## src/rtl/ps2_pkg.sv

```systemverilog
// rtl/ps2_pkg.sv - shared constants and types for the PS/2 receive path
//
// Purpose: prefix byte values, frame bit positions, receiver FSM state
// encoding and the FIFO entry layout used by ps2_rx_fifo.
// Ports: none (package).

package ps2_pkg;

  localparam logic [7:0] PS2_EXT_PREFIX = 8'hE0;
  localparam logic [7:0] PS2_BRK_PREFIX = 8'hF0;

  // Positions inside the 10-bit post-start frame (data bits are 0..7).
  localparam int PARITY_BIT = 8;
  localparam int STOP_BIT   = 9;

  typedef enum logic [1:0] {
    IDLE = 2'd0,
    RECV = 2'd1,
    DONE = 2'd2
  } ps2_state_e;

  typedef struct packed {
    logic       ext;
    logic       brk;
    logic [7:0] code;
  } ps2_entry_t;

  // PS/2 uses odd parity over the eight data bits plus the parity bit.
  function automatic logic odd_parity_ok(input logic [8:0] bits);
    return ^bits;
  endfunction

endpackage

```

## src/rtl/ps2_line_filter.sv

```systemverilog
// rtl/ps2_line_filter.sv - 2-FF synchroniser plus run-length glitch filter
//
// Purpose: brings one asynchronous PS/2 line into the clk domain and only
// lets the filtered level change once FILTER_LEN consecutive synchronised
// samples agree on the new value.
// Ports:
//   clk    in   system clock
//   rst_n  in   asynchronous active-low reset (filtered level resets to 1)
//   din    in   raw asynchronous line
//   level  out  filtered line level
//   fall   out  one-cycle strobe on a filtered 1->0 transition

module ps2_line_filter #(
  parameter int FILTER_LEN = 4
) (
  input  logic clk,
  input  logic rst_n,
  input  logic din,
  output logic level,
  output logic fall
);

  localparam int CW = $clog2(FILTER_LEN) + 1;

  logic          sync1;
  logic          sync2;
  logic [CW-1:0] run_cnt;

  always_ff @(posedge clk or negedge rst_n) begin
    if (!rst_n) begin
      sync1   <= 1'b1;
      sync2   <= 1'b1;
      level   <= 1'b1;
      fall    <= 1'b0;
      run_cnt <= '0;
    end else begin
      sync1 <= din;
      sync2 <= sync1;
      fall  <= 1'b0;
      if (sync2 == level) begin
        // Any sample matching the current level restarts the run.
        run_cnt <= '0;
      end else if (run_cnt == CW'(FILTER_LEN - 1)) begin
        level   <= sync2;
        run_cnt <= '0;
        fall    <= level & ~sync2;
      end else begin
        run_cnt <= run_cnt + 1'b1;
      end
    end
  end

endmodule

```

## src/rtl/ps2_rx_fifo.sv

```systemverilog
// rtl/ps2_rx_fifo.sv - PS/2 device-to-host receiver with show-ahead code FIFO
//
// Purpose: filters PS2CLK/PS2DAT, deframes 11-bit PS/2 frames, checks start,
// parity and stop bits, folds E0/F0 prefixes into ext/brk flags and buffers
// the resulting codes in a show-ahead FIFO.
// Ports:
//   CLK         in   system clock
//   reset       in   asynchronous active-low reset
//   PS2CLK      in   raw PS/2 clock pin
//   PS2DAT      in   raw PS/2 data pin
//   rd_en       in   pop head entry (ignored when empty)
//   clr_err     in   clear overflow sticky bit
//   rd_valid    out  FIFO non-empty
//   rd_code     out  head scan code
//   rd_brk      out  head entry was preceded by F0
//   rd_ext      out  head entry was preceded by E0
//   fifo_count  out  number of entries held
//   overflow    out  sticky: an entry was dropped on a full FIFO
//   err_parity  out  one-cycle pulse: parity failure
//   err_frame   out  one-cycle pulse: bad stop bit or frame timeout

module ps2_rx_fifo
  import ps2_pkg::*;
#(
  parameter int FIFO_DEPTH     = 8,
  parameter int FILTER_LEN     = 4,
  parameter int TIMEOUT_CYCLES = 20000,
  parameter int CNT_W          = $clog2(FIFO_DEPTH) + 1
) (
  input  logic             CLK,
  input  logic             reset,
  input  logic             PS2CLK,
  input  logic             PS2DAT,
  input  logic             rd_en,
  input  logic             clr_err,
  output logic             rd_valid,
  output logic [7:0]       rd_code,
  output logic             rd_brk,
  output logic             rd_ext,
  output logic [CNT_W-1:0] fifo_count,
  output logic             overflow,
  output logic             err_parity,
  output logic             err_frame
);

  localparam int AW   = $clog2(FIFO_DEPTH);
  localparam int TO_W = $clog2(TIMEOUT_CYCLES);

  // ---------------------------------------------------------------- inputs
  logic clk_level;
  logic clk_fall;
  logic dat_level;

  ps2_line_filter #(.FILTER_LEN(FILTER_LEN)) u_clk_filter (
    .clk   (CLK),
    .rst_n (reset),
    .din   (PS2CLK),
    .level (clk_level),
    .fall  (clk_fall)
  );

  ps2_line_filter #(.FILTER_LEN(FILTER_LEN)) u_dat_filter (
    .clk   (CLK),
    .rst_n (reset),
    .din   (PS2DAT),
    .level (dat_level),
    .fall  ()
  );

  // ------------------------------------------------------------------- FSM
  ps2_state_e      state, state_d;
  logic [3:0]      bit_cnt, bit_cnt_d;
  logic [9:0]      frame_sr, frame_sr_d;
  logic [TO_W-1:0] to_cnt, to_cnt_d;
  logic            ext_pend, ext_pend_d;
  logic            brk_pend, brk_pend_d;
  logic            push;
  ps2_entry_t      push_entry;

  always_ff @(posedge CLK or negedge reset) begin
    if (!reset) begin
      state    <= IDLE;
      bit_cnt  <= '0;
      frame_sr <= '0;
      to_cnt   <= '0;
      ext_pend <= 1'b0;
      brk_pend <= 1'b0;
    end else begin
      state    <= state_d;
      bit_cnt  <= bit_cnt_d;
      frame_sr <= frame_sr_d;
      to_cnt   <= to_cnt_d;
      ext_pend <= ext_pend_d;
      brk_pend <= brk_pend_d;
    end
  end

  always_comb begin
    state_d    = state;
    bit_cnt_d  = bit_cnt;
    frame_sr_d = frame_sr;
    to_cnt_d   = to_cnt;
    ext_pend_d = ext_pend;
    brk_pend_d = brk_pend;
    push       = 1'b0;
    push_entry = '{ext: ext_pend, brk: brk_pend, code: frame_sr[7:0]};
    err_parity = 1'b0;
    err_frame  = 1'b0;

    unique case (state)
      IDLE: begin
        // A falling edge with DAT high is not a start bit; ignore it quietly.
        if (clk_fall && !dat_level) begin
          state_d   = RECV;
          bit_cnt_d = '0;
          to_cnt_d  = '0;
        end
      end

      RECV: begin
        if (clk_fall) begin
          // LSB first: after ten shifts the stop bit sits in bit 9.
          frame_sr_d = {dat_level, frame_sr[9:1]};
          to_cnt_d   = '0;
          if (bit_cnt == 4'(STOP_BIT)) begin
            state_d = DONE;
          end else begin
            bit_cnt_d = bit_cnt + 4'd1;
          end
        end else if (to_cnt == TO_W'(TIMEOUT_CYCLES - 1)) begin
          err_frame  = 1'b1;
          ext_pend_d = 1'b0;
          brk_pend_d = 1'b0;
          state_d    = IDLE;
        end else begin
          to_cnt_d = to_cnt + 1'b1;
        end
      end

      DONE: begin
        state_d = IDLE;
        if (!frame_sr[STOP_BIT]) begin
          err_frame  = 1'b1;
          ext_pend_d = 1'b0;
          brk_pend_d = 1'b0;
        end else if (!odd_parity_ok(frame_sr[PARITY_BIT:0])) begin
          err_parity = 1'b1;
          ext_pend_d = 1'b0;
          brk_pend_d = 1'b0;
        end else if (frame_sr[7:0] == PS2_EXT_PREFIX) begin
          ext_pend_d = 1'b1;
        end else if (frame_sr[7:0] == PS2_BRK_PREFIX) begin
          brk_pend_d = 1'b1;
        end else begin
          push       = 1'b1;
          ext_pend_d = 1'b0;
          brk_pend_d = 1'b0;
        end
      end

      default: state_d = IDLE;
    endcase
  end

  // ------------------------------------------------------------------ FIFO
  ps2_entry_t mem [FIFO_DEPTH];
  logic [AW-1:0] wr_ptr;
  logic [AW-1:0] rd_ptr;
  logic          fifo_full;
  logic          do_pop;
  logic          do_push;
  logic          ovf_set;
  ps2_entry_t    head;

  assign rd_valid  = (fifo_count != '0);
  assign fifo_full = (fifo_count == CNT_W'(FIFO_DEPTH));
  assign do_pop    = rd_en && rd_valid;
  // A pop in the same cycle frees the slot, so a full FIFO still accepts.
  assign do_push   = push && (!fifo_full || do_pop);
  assign ovf_set   = push && fifo_full && !do_pop;

  assign head    = mem[rd_ptr];
  // Storage is not reset, so gate the head so outputs read 0 when empty.
  assign rd_code = rd_valid ? head.code : 8'h00;
  assign rd_brk  = rd_valid & head.brk;
  assign rd_ext  = rd_valid & head.ext;

  always_ff @(posedge CLK) begin
    if (do_push) begin
      mem[wr_ptr] <= push_entry;
    end
  end

  always_ff @(posedge CLK or negedge reset) begin
    if (!reset) begin
      wr_ptr     <= '0;
      rd_ptr     <= '0;
      fifo_count <= '0;
      overflow   <= 1'b0;
    end else begin
      if (do_push) begin
        wr_ptr <= wr_ptr + 1'b1;
      end
      if (do_pop) begin
        rd_ptr <= rd_ptr + 1'b1;
      end
      unique case ({do_push, do_pop})
        2'b10:   fifo_count <= fifo_count + 1'b1;
        2'b01:   fifo_count <= fifo_count - 1'b1;
        default: fifo_count <= fifo_count;
      endcase
      // A new overflow wins over a simultaneous clear.
      if (ovf_set) begin
        overflow <= 1'b1;
      end else if (clr_err) begin
        overflow <= 1'b0;
      end
    end
  end

endmodule

```

## config.mk

```make
export PLATFORM = sky130hd
export DESIGN_NAME = ps2_rx_fifo
export DESIGN_NICKNAME = d
export VERILOG_FILES = /design/src/rtl/ps2_pkg.sv /design/src/rtl/ps2_line_filter.sv /design/src/rtl/ps2_rx_fifo.sv
export SDC_FILE = /design/constraint.sdc
export NUM_CORES = 1
export LEC_CHECK = 0
export ABC_AREA = 0
export BUFFER_PORTS_ARGS = -buffer_cell sky130_fd_sc_hd__buf_2
export CAP_MARGIN = 20
export CORE_AREA = 2 2 115 117
export DETAILED_ROUTE_END_ITERATION = 8
export DIE_AREA = 0 0 117 119
export GPL_ROUTABILITY_DRIVEN = 0
export GPL_TIMING_DRIVEN = 0
export PLACE_DENSITY = 0.65
export SYNTH_ARGS = -nofsm -noshare
export SYNTH_HDL_FRONTEND = slang
export SYNTH_HIERARCHICAL = 1
export SYNTH_SLANG_ARGS = --single-unit
```

## constraint.sdc

```tcl
create_clock -name CLK -period 4.5 [get_ports CLK]
set_input_delay 0 -clock CLK [delete_from_list [all_inputs] [get_ports CLK]]
set_output_delay 0 -clock CLK [all_outputs]
set_load 0.005 [all_outputs]
```

==> impl_metrics.tcl, run 1 <==
set metrics [dict create \
    outcome "finished, final reports clean" \
    via_per_inst 5.42 \
    switching_share_pct 26.1 \
    drive_gt1_share_pct 22.2 \
    layout_setup_ws_ns 1.18 \
    htreeDepth 4 \
    power_mw 3.56 \
    cellLeakagePower_nw 2.86 \
    placementRows 42 \
    final_cell_area_sq_um 7200 \
    insertion_delay_ns 0.42 \
    cp.arrival_ns 3.35 \
    drc_errors 0 \
    worst_setup_path_end_kind "register" \
    antenna_cells 0 \
    fin_crit_sh_pct 73.7 \
    syn-cell-area_sq_um 6100 \
    io_buffer_count 23 \
    crit_required_ns 4.54 \
    max-cap-violations 0 \
    layout_min_cycle_time_ns 3.32 \
    placedCellCount 630 \
    dieArea_sq_um 13900 \
    die_x_microns 117 \
    clockRootBuffer "clkbuf_16" \
    finalHoldWorstSlack_ns 0.0819 \
    p_sw_mw 0.929 \
    p_int_mw 2.63 \
    grt_use_total_pct 17.6 \
    cts_sinks 137 \
    maxSlewViolCount 0 \
    synth_area_per_cell_sq_um 14.2 \
    combPwrFrac_pct 15.6 \
    core-area_sq_um 12900 \
    grt_overflow 0 \
    die_h_microns 119 \
    cts_resized 0 \
    placed_area_sq_um 6490 \
    pre_cts_ws_ns 1.12 \
    tns_ns 0 \
    critPathLaunchType "register" \
    initial_core_util_pct 47.4 \
    max-vdd-ir-drop_v 0.000209 \
    fillCellCount 1038 \
    clk_pin_slew_ns 0.06 \
    max_slew.worst_pin.slew_ns 0.987 \
    syn-num-nets 456 \
    utilization_pct 55.9 \
    hold_viol_final 0 \
    dpl.hpwl_microns 7380 \
    first_pass_iters 4 \
    via_count 3615 \
    finClkSkew_ns 0.0101 \
    ios 24 \
    ys.warnings.count 6 \
    routed_wl_microns 11100 \
    clkPwrFrac_pct 43.5 \
    layout.cells.non_filler 667 \
    syn_inst 429 \
    grt_pass1_vias 3480 \
    setup_viol 0 \
    slew_headroom_pct 34.0 \
    post-cts-setup-buffer-count 0 \
    cts_tree "yes" \
    drt_iter0_drc 313 \
    wl_per_cell_microns 16.7 \
    power.density_nw_per_um2 495 \
    grt_pass1_wl_microns 18100 \
    crit_type "register to register" \
    hp-class "input pin to register" \
    antenna_found_initial 0 \
    rsz0062_at_grt "false" \
    p_seq_share_pct 40.9 \
    final_antenna_net_count 0 \
    cts_buffers 17 \
    grt_max_degree 30 \
    critPathMaxFanout 10 \
    max_freq_mhz 301 \
    final_nets 505 \
    area_growth_pct 18.1 \
    cts_buffer_depth 2 \
]
layout make-up:
class                   count  area, sq um  area share (%)
plain buffers              11         46.3           0.643
clock buffers              17          425            5.91
clock inverters            15          239            3.32
inverters                  21         78.8            1.09
multi-input cells         260         2160            30.1
flip-flops and latches    137         3840            53.3
well taps                 176          220            3.06
repair buffers             30          193            2.68
placed cells by master, fill, tap and decap left out, types with 5 or more instances in the layout:
cell type      instances
clkbuf_16             17
dfrtp_1               51
clkbuf_1               7
edfxtp_1              80
nor3_2                 5
bufinv_16              5
mux2_2                 7
o21ai_0               14
and3_1                 5
nor3_1                10
xor2_1                 5
nand2_1               29
inv_1                 21
dfstp_2                6
mux4_2                20
o21ai_1               12
nand3_1                7
a21oi_1               15
mux2i_1               12
nand4_1                6
dlygate4sd3_1          5
ha_1                  21
nor2_1                23
nor2b_1                6
buf_2                 27
state kept, by name (all words and copies together), names as in the netlist, 4 cells and up:
name        cells
mem            80
frame_sr       10
fifo_count      4
bit_cnt         4
to_cnt         15
per-layer routing:
metal / global-route usage (%) / share of wire, %
met1: 24.0 / 44
met2: 26.6 / 50
met3: 5.19 / 4.6
met4: 6.76 / 1.5
met5: 0 / 0
worst max-delay path, cell delays in order (launching register included):
cell and delay [ns]:
dfrtp_1 0.53, inv_1 0.10, ha_1 0.29, xnor3_2 0.46
xnor2_4 0.25, nand4_4 0.21, or2_4 0.33, nor3b_2 0.77
timing repair:
item,4_1_cts,5_1_grt
hold endpoints to repair,29,0
hold buffers,5,0
setup endpoints to repair,0,0
power groups by stage:
| stage | registers [mW] | clock network [mW] | logic, mW |
|---|---|---|---|
| finish | 1.46 | 1.55 | 0.558 |
| global route | 1.47 | 1.64 | 0.630 |
| CTS | 1.46 | 1.58 | 0.573 |
| detailed placement | 1.48 | 0 | 0.568 |
| global placement | 1.48 | 0 | 0.548 |
| floorplan | 1.47 | 0 | 0.417 |
worst paths after layout:
kind,from,to,slack (ns),cells after the start
hold reg to reg,u_clk_filter/sync1,u_clk_filter/sync2,0.35,0
min in group asynchronous,reset,rd_ptr[1],0.15,2
setup reg to reg,frame_sr[3],mem[2][9],1.18,7
max in group asynchronous,reset,u_clk_filter/level,3.68,3
setup / recovery,frame_sr[3],mem[2][9],1.18,7
hold / removal,rd_en,rd_ptr[0],0.08,3
Power figures use the tool's default switching activity.
==> inputs of run 2 (changes only) <==
Clock period 4.5 ns to 3.2 ns, I/O delays scaled along.
==> impl_metrics.tcl, run 2 (synthesis results as in run 1) <==
set metrics [dict create \
    final_common_cell "edfxtp_1" \
    dpl.hpwl_microns 7380 \
    mostFrequentLayoutCells "edfxtp_1 (80), dfrtp_1 (47), nand2_1 (29), buf_2 (27)" \
    grt_max_degree 30 \
    clk_pin_slew_ns 0.06 \
    cts_tree "yes" \
    drc_errors 0 \
    via_count 3637 \
    drive_gt1_share_pct 23.8 \
    final_antenna_net_count 0 \
    area_growth_pct 18.8 \
    utilization_pct 56.3 \
    cellLeakagePower_nw 2.92 \
    clockRootBuffer "clkbuf_16" \
    hold_viol_final 0 \
    outcome "finished, final reports clean" \
    fin_crit_sh_pct 94.7 \
    wl_per_cell_microns 16.9 \
    hp-class "input pin to register" \
    setup_viol 0 \
    routed_wl_microns 11300 \
    cp.arrival_ns 3.08 \
    largest_register_ffs 80 \
    dieArea_sq_um 13900 \
    core-area_sq_um 12900 \
    final_nets 505 \
    grt_pass1_wl_microns 18100 \
    io_buffer_count 23 \
    grt_overflow 0 \
    max-vdd-ir-drop_v 0.000299 \
    placementRows 42 \
    drt_iter0_drc 302 \
    grt_use_total_pct 17.6 \
    maxSlewViolCount 0 \
    crit_required_ns 3.25 \
    grt_pass1_vias 3476 \
    regMostFlops "mem" \
    die_x_microns 117 \
    die_h_microns 119 \
    cts_buffer_depth 2 \
    critPathMaxFanout 10 \
    htreeDepth 4 \
    slew_headroom_pct 37.9 \
    worst_setup_path_end_kind "register" \
    insertion_delay_ns 0.43 \
    tns_ns 0 \
    cp_slowest_stage_delay_ns 0.59 \
    crit_type "register to register" \
    reg_top3 "mem (80), to_cnt (15), frame_sr (10)" \
    first_pass_iters 4 \
    finClkSkew_ns 0.00710 \
    fillCellCount 1035 \
    antenna_cells 0 \
    critPathLaunchType "register" \
    max-cap-violations 0 \
    critPathSlowestCell "nor3b_4" \
    antenna_found_initial 0 \
    via_per_inst 5.45 \
    crit_chain "inv_1 -> ha_1 -> xnor3_2 -> xnor2_4 -> nand4_4 -> or2_1 -> nor3b_4" \
    cts_sinks 137 \
    power.density_nw_per_um2 692 \
    layout_min_cycle_time_ns 3.03 \
    initial_core_util_pct 47.4 \
    max_slew.worst_pin.slew_ns 0.926 \
    ios 24 \
    cts_buffers 17 \
    max_freq_mhz 330 \
]
-- run 2: final timing paths --
| check | start | to | slack, ns | cells after the start |
|---|---|---|---|---|
| worst max-delay path | frame_sr[3] | mem[5][8] | 0.17 | 7 |
| min in group asynchronous | reset | rd_ptr[1] | 0.15 | 2 |
| worst max register to register | frame_sr[3] | mem[5][8] | 0.17 | 7 |
| worst min-delay path | rd_en | rd_ptr[0] | 0.08 | 3 |
| max in group asynchronous | reset | u_clk_filter/level | 2.38 | 3 |
| worst min register to register | u_clk_filter/sync1 | u_clk_filter/sync2 | 0.35 | 0 |
-- run 2: worst max-delay path, delay by kind of cell (launching register included) --
kind	cells	cell delay [ns]
flip-flops	1	0.46
XOR/XNOR	2	0.71
adder cells (fa/ha/maj)	1	0.28
AND/OR/NAND/NOR	3	1.13
buffers and inverters	1	0.08
-- run 2: final cells by class --
| type | count | area, sq um | share of cell area (%) |
|---|---|---|---|
| plain buffers | 11 | 46.3 | 0.639 |
| clock buffers | 17 | 425 | 5.87 |
| clock inverters | 15 | 239 | 3.30 |
| inverters | 21 | 78.8 | 1.09 |
| multi-input cells | 260 | 2200 | 30.4 |
| flip-flops and latches | 137 | 3840 | 53.0 |
| well taps | 176 | 220 | 3.04 |
| repair buffers | 30 | 193 | 2.66 |
-- run 2: what timing repair did --
| item | CTS | global route |
|---|---|---|
| buffers inserted | 0 | 0 |
| setup endpoints to repair | 60 | 72 |
| endpoints found under the hold margin | 29 | 0 |
| hold buffers | 5 | 0 |
| gates resized for setup | 2 | 10 |
| gates cloned | 0 | 0 |
| pin swaps | 0 | 0 |
-- run 2: per-layer routing --
metal | part of all wire [%] | global-route usage, %
met1 | 46 | 24.0
met2 | 49 | 26.6
met3 | 3.3 | 5.19
met4 | 1.8 | 6.76
met5 | 0 | 0
-- run 2: power breakdown --
part           internal (mW)  total, mW  leakage (nW)  switching, mW
logic                  0.341      0.781          1.00          0.441
registers               1.96       2.05          1.60         0.0881
clock network           1.40       2.19         0.321          0.787
total                   3.70       5.02          2.92           1.32
-- run 2: per-stage QoR --
| stage | area, sq um | cells | power (mW) | worst slack (ns) | hold slack, ns |
|---|---|---|---|---|---|
| after floorplan | 6100 | 429 | 2.65 | 0.0111 | -0.296 |
| after global placement | 6430 | 628 | 2.84 | -0.936 | 0.106 |
| after detailed placement | 6490 | 630 | 2.88 | -0.179 | 0.0752 |
| after CTS | 7210 | 667 | 5.07 | -0.166 | 0.0611 |
| after global routing | 7250 | 667 | 5.25 | -0.000349 | 0.0855 |
| final | 7250 | 667 | 5.02 | 0.170 | 0.0792 |
==> inputs of run 3 (changes only) <==
Settings changed: CORE_AREA 2 2 115 117 to 2 2 148 92, DIE_AREA 0 0 117 119 to 0 0 150 94, PLACE_DENSITY 0.65 to default, REMOVE_ABC_BUFFERS from default to 1.
==> impl_metrics.tcl, run 3 (synthesis results as in run 1) <==
set metrics [dict create \
    io_buffer_count 23 \
    grt_pass1_wl_microns 19200 \
    via_count 3622 \
    regMostFlops "mem" \
    timing.rr.end "fifo_count[2]" \
    wl_per_cell_microns 17.9 \
    antenna_found_initial 0 \
    crit_required_ns 3.50 \
    p_int_mw 3.52 \
    reg2reg_slack_ns 0.19 \
    combPwrFrac_pct 12.0 \
    cellLeakagePower_nw 2.91 \
    p_sw_mw 1.29 \
    cts_buffer_depth 2 \
    hold_viol_final 0 \
    maxSlewViolCount 0 \
    clk_pin_slew_ns 0.06 \
    power.density_nw_per_um2 667 \
    dpl.hpwl_microns 7700 \
    fin_crit_sh_pct 94.2 \
    grt_use_total_pct 18.5 \
    drive_gt1_share_pct 24.7 \
    max_slew.worst_pin.slew_ns 1.02 \
    finClkSkew_ns 0.00691 \
    r2r_start "frame_sr[2]" \
    drc_errors 0 \
    crit_type "register to register" \
    routed_wl_microns 11700 \
    clkPwrFrac_pct 41.6 \
    layout_setup_ws_ns 0.185 \
    outcome "finished, final reports clean" \
    grt_max_degree 31 \
    critPathMaxFanout 10 \
    layout_min_cycle_time_ns 3.01 \
    grt_overflow 0 \
    clockRootBuffer "clkbuf_16" \
    rsz0062_at_grt "false" \
    r2r_cells 12 \
    largest_register_ffs 80 \
    cts_buffers 17 \
    core-area_sq_um 12700 \
    die_h_microns 94 \
    final_antenna_net_count 0 \
    worst_setup_path_end_kind "register" \
    max-cap-violations 0 \
    initial_core_util_pct 48.2 \
    finalHoldWorstSlack_ns 0.0332 \
    max_freq_mhz 332 \
    max-vdd-ir-drop_v 0.000423 \
    reg_top3 "mem (80), to_cnt (15), frame_sr (10)" \
    whs_path_depth 3 \
    mostFrequentLayoutCells "edfxtp_1 (80), dfrtp_1 (46), nand2_1 (29), buf_2 (23)" \
    die_x_microns 150 \
    hp-class "input pin to register" \
    final_common_cell "edfxtp_1" \
    pre_cts_ws_ns -0.364 \
    grt_pass1_vias 3526 \
    cts_sinks 137 \
    dieArea_sq_um 14100 \
    area_growth_pct 18.3 \
    slew_headroom_pct 31.8 \
    insertion_delay_ns 0.42 \
    drt_iter0_drc 203 \
    switching_share_pct 26.8 \
    antenna_cells 0 \
    hold_start "rd_en" \
    placementRows 32 \
    setup_viol 0 \
    p_seq_share_pct 46.4 \
    final_nets 500 \
    hold_path_end "overflow" \
    htreeDepth 4 \
    cts_tree "yes" \
    cp.arrival_ns 3.31 \
    via_per_inst 5.52 \
    first_pass_iters 5 \
    ios 24 \
    critPathLaunchType "register" \
]
## run 3: layer usage
metal	vias to the layer above	global-route usage, %	wire length (microns)
li1	1720	-	-
met1	1832	27.9	6060
met2	61	26.2	5060
met3	9	4.85	504
met4	0	5.66	96
met5	-	0	0
## run 3: how the worst max path moves through the flow
stage	startpoint	depth (start not counted)	to	slack [ns]
global route	frame_sr[2]	12	fifo_count[2]	0.01
CTS	frame_sr[0]	12	fifo_count[2]	0.06
finish	frame_sr[2]	12	fifo_count[2]	0.19
floorplan	frame_sr[2]	6	mem[1][0]	0.01
global placement	frame_sr[2]	6	mem[1][6]	-1.27
detailed placement	frame_sr[2]	7	mem[6][6]	-0.36
## run 3: stage by stage
step | area [sq um] | power (mW) | std cells | setup TNS [ns] | utilization [%]
after floorplan | 6050 | 2.62 | 418 | 0 | -
after global placement | 6380 | 2.82 | 611 | -48.01 | 50.4
after detailed placement | 6490 | 2.86 | 618 | -10.33 | 51.3
after CTS | 7200 | 4.86 | 656 | 0 | 56.9
after global routing | 7210 | 5.04 | 656 | 0 | 57.0
final | 7210 | 4.81 | 656 | 0 | 57.0
## run 3: layout make-up
type                            count  area [sq um]
Multi-Input combinational cell    260          2210
Tap cell                          170           213
Clock buffer                       22           518
Fill cell                        1025          5440
Inverter                           21          78.8
Clock inverter                     10           101
Sequential cell                   137          3840
Timing Repair Buffer               36           250
## run 3: worst max-delay path: stages, from the launching register on
cell and delay [ns]:
dfrtp_2 0.48, inv_1 0.09, ha_1 0.29, xnor3_2 0.46, xnor2_4 0.24, nand4_4 0.22
ha_2 0.29, xor2_1 0.15, ha_1 0.18, a21oi_1 0.15, xor2_1 0.16, nor2_1 0.06
xor2_1 0.14
## run 3: power groups by stage
stage	Sequential [mW]	Clock [mW]	Combinational [mW]
2_1_floorplan	2.18	0	0.437
3_3_place_gp	2.27	0	0.558
3_5_place_dp	2.28	0	0.580
4_1_cts	2.24	2.03	0.585
5_1_grt	2.27	2.11	0.654
6_report	2.23	2.00	0.579
## run 3: timing repair
item                                    CTS  global route
endpoints found under the setup margin   41            26
endpoints found under the hold margin    30             0
resized for setup                         7             5
pin swaps                                 1             0
hold buffers                              4             0
buffers inserted                          2             0
